**config.mk**
```make
export PLATFORM = sky130hd
export DESIGN_NAME = pingpong_operand_buffer
export DESIGN_NICKNAME = d
export VERILOG_FILES = /design/src/rtl/pingpong_operand_buffer.sv
export SDC_FILE = /design/constraint.sdc
export NUM_CORES = 1
export LEC_CHECK = 0
export ABC_AREA = 1
export BUFFER_PORTS_ARGS = -buffer_cell sky130_fd_sc_hd__buf_2
export CORE_MARGIN = 5
export CORE_UTILIZATION = 46
export CTS_BUF_LIST = sky130_fd_sc_hd__clkbuf_4 sky130_fd_sc_hd__clkbuf_8
export DETAILED_ROUTE_END_ITERATION = 10
export GPL_TIMING_DRIVEN = 0
export HOLD_SLACK_MARGIN = 0.06
export PLACE_DENSITY_LB_ADDON = 0.08
export SKIP_CTS_REPAIR_TIMING = 1
export SYNTH_ARGS = -nofsm -noshare
export SYNTH_HDL_FRONTEND = slang
export SYNTH_SLANG_ARGS = --single-unit
```
**constraint.sdc**
```tcl
create_clock -name clk -period 1.1 [get_ports clk]
set_input_delay 0.22 -clock clk [delete_from_list [all_inputs] [get_ports clk]]
set_output_delay 0.22 -clock clk [all_outputs]
set_load 0.02 [all_outputs]
```
**src/rtl/pingpong_operand_buffer.sv**
```systemverilog
// Two-bank ping-pong operand buffer feeding the 32-bit 2:1 mux chain.
// Producer fills one bank while the consumer reads the other through Select.
module pingpong_operand_buffer #(
    parameter int WIDTH = 32
) (
    input  logic             clk,
    input  logic             reset,
    input  logic             flush,
    input  logic             wr_valid,
    output logic             wr_ready,
    input  logic [WIDTH-1:0] wr_data,
    output logic             rd_valid,
    input  logic             rd_ready,
    output logic [WIDTH-1:0] bank0,
    output logic [WIDTH-1:0] bank1,
    output logic             Select,
    output logic [1:0]       occupancy
);

    logic [1:0] full;
    logic [1:0] full_nxt;
    logic       wp;
    logic       rp;
    logic       wr_fire;
    logic       rd_fire;

    // Handshake outputs come only from registered state.
    assign wr_ready  = ~full[wp];
    assign rd_valid  = full[rp];
    assign occupancy = {1'b0, full[0]} + {1'b0, full[1]};
    assign Select    = rp;

    assign wr_fire = wr_valid & wr_ready;
    assign rd_fire = rd_valid & rd_ready;

    // A write targets an empty bank and a read a full one, so they never collide.
    always_comb begin
        full_nxt = full;
        if (wr_fire) full_nxt[wp] = 1'b1;
        if (rd_fire) full_nxt[rp] = 1'b0;
    end

    always_ff @(posedge clk) begin
        if (reset) begin
            bank0 <= '0;
            bank1 <= '0;
            full  <= 2'b00;
            wp    <= 1'b0;
            rp    <= 1'b0;
        end else if (flush) begin
            full <= 2'b00;
            wp   <= 1'b0;
            rp   <= 1'b0;
        end else begin
            full <= full_nxt;
            if (wr_fire) begin
                if (wp) bank1 <= wr_data;
                else    bank0 <= wr_data;
                wp <= ~wp;
            end
            if (rd_fire) rp <= ~rp;
        end
    end

endmodule
```
==> flow_summary.yaml <==
finish:
  drive_gt1_frac: 0.356
  fin_cells: 586
  area_growth_pct: 38.4
  layout.nets: 544
  antenna_cells: 0
  utilization: 0.660
  fillers: 577
grt:
  grt_first_pass_wirelength_um: 13300
  grt_pass1_vias: 2758
  antenna_found_initial: 0
  track_usage: 0.219
  grt_max_degree: 11
  grt.overflow.total: 0
critical_path:
  worstPathCellList: "inv_2, nand2_2, nand2_2, buf_6, buf_8, buf_6"
  critPathSlowestCell: "dfxtp_4"
  cp-end-kind: "primary output"
  reg2reg_slack_ps: -250
  critPathMaxStageDelay_ps: 380
  cp_max_fo: 5
  critical_path_class: "register to primary output"
  worstPathArrival_ps: 1220
  crit_required_ps: 880
  startpoint_type: "register"
drt:
  wl_per_cell_um: 14.3
  drt-total-wl_um: 8390
  drt_first_pass_iters: 5
  drc: 0
  routed_via_density: 4.97
  first_iter_violations: 134
  ant_nets: 0
  dr_total_vias: 2910
yosys:
  yosys.cell_types.count: 19
  seq_area_frac_synth: 0.479
  synth.net_count: 423
  yosys-top-cells-count: "nand2_1, dfxtp_1, a21oi_1, inv_1, nand3_1"
  syn_area_um2: 2840
  synth_flop_cell: "dfxtp_1"
  ys_seq_elements: 68
  syn_avg_cell_area_um2: 7.38
  synth_edf_count: 0
  yosys_warnings: 0
  ys_top_cells_by_area: "dfxtp_1, a21oi_1, nand2_1, nand4_1, nand3_1"
  synth_cells: 385
  async_flop_share: 0
  yosysTopAreaCell: "dfxtp_1"
  synth_most_common_cell: "nand2_1"
  synth_top_cell_area_share: 0.479
floorplanning:
  die_x_um: 88.6
  rows: 28
  die_area_um2: 7850
  ios: 106
  dieHeight_um: 88.6
  core_um2: 5960
  initial_core_util: 0.477
clock_tree:
  ctsRootBufferMaster: "clkbuf_8"
  cts.sinks: 68
  cts_max_level: 3
  clk-insertion-delay-late_ps: 340
  cts_tree: "done"
  cts_buffers: 9
  path_clk_slew_ps: 70
  clock_path_buffers: 2
timing:
  setup-violations-final: 68
  setup_ws_ps: -343
  hold_slack_ps: 164
  slew_headroom: 0.657
  timing.fmax_mhz: 693
  rsz0062_at_grt: "yes"
  maxSlewViolCount: 0
  period_share: 1.31
  finalHoldViolCount: 0
  worst_pin_slew_ps: 514
  layout_min_cycle_time_ps: 1440
  clock-skew-final_ps: 4.08
status:
  status: "complete, but fails checks"
  violations: "setup timing"
placement:
  placedCellCount: 563
  post-dp-hpwl_um: 5990
  gp_congestion: 0.770
  dp_slack_ps: -258
  numPortBuffers: 103
flow_run:
  max_cap_violations: 0
power_and_ir_drop:
  power_w: 0.00532
  peakVddDrop_mv: 0.751
  power_density_nw_per_um2: 1350
  p_leak_nw: 1.87
hold_path:
  hold_class: "input port to register"
kinds of logic (layout without fill, tap and decap cells):
| logic type | count (synthesis) | after routing | share of synthesized area |
|---|---|---|---|
| simple gates | 178 | 178 | 0.284 |
| buf+inv | 70 | 196 | 0.113 |
| fa+ha+maj | 1 | 1 | 0.00440 |
| flops | 68 | 68 | 0.479 |
| compound gates | 68 | 68 | 0.120 |
per-stage QoR:
step           area, um^2  TNS (ps)
4_1_cts              3640    -13980
6_report             3930    -12090
5_1_grt              3930    -18290
3_5_place_dp         3470    -12950
2_1_floorplan        2860         0
3_3_place_gp         3470    -12240
flip-flops by register name, indices dropped and copies added, names as in the netlist:
| name | flops |
|---|---|
| wp | 1 |
| full | 2 |
| bank1 | 32 |
| bank0 | 32 |
| Select | 1 |
layout by cell type (no fill, tap or decap):
cell type,n
nor3b_1,1
clkbuf_1,12
clkinv_2,2
a21oi_4,2
clkbuf_4,5
nand2_1,70
nor2_1,34
nor3_1,1
buf_6,9
a21oi_2,15
dfxtp_2,3
clkbuf_2,1
dfxtp_4,4
buf_4,28
nor2_2,1
a21oi_1,50
buf_2,87
nand3_1,35
nand2_2,3
dfxtp_1,61
clkinv_1,1
buf_8,3
buf_12,2
nand4_1,32
inv_1,32
nor2_4,1
clkbuf_8,10
ha_2,1
inv_2,4
o21ai_2,1
routing by layer:
| layer | up-vias | track usage | wire length [um] |
|---|---|---|---|
| li1 | 1513 | - | - |
| met1 | 1283 | 0.299 | 3870 |
| met2 | 99 | 0.329 | 3650 |
| met3 | 15 | 0.0540 | 673 |
| met4 | 0 | 0.0948 | 189 |
| met5 | - | 0 | 0 |
power by group:
part / internal (W) / switching [W]
clock: 0.000975 / 0.000888
combinational: 0.000332 / 0.000530
sequential: 0.00254 / 0.0000504
critical path: cells and delay by family, from the launching register on:
family,cells,cell delay (ps)
simple gates,2,110
buf+inv,4,400
flops,1,380
final cells by class:
cell class,count,area (um^2),area share
flip-flops and latches,68,1380,0.351
multi-input cells,247,1250,0.318
repair buffers,110,651,0.165
plain buffers,33,239,0.0608
clock buffers,14,168,0.0426
inverters,37,139,0.0353
well taps,75,93.8,0.0239
clock inverters,2,10.0,0.00255
final timing paths:
| kind | cells past startpoint | start | endpoint |
|---|---|---|---|
| setup reg to reg | 5 | wp | bank0[24] |
| hold reg to reg | 2 | bank0[4] | bank0[4] |
| hold / removal | 3 | wr_data[29] | bank0[29] |
| setup / recovery | 6 | wp | wr_ready |
Note: power is estimated with default switching activity, not from simulation.
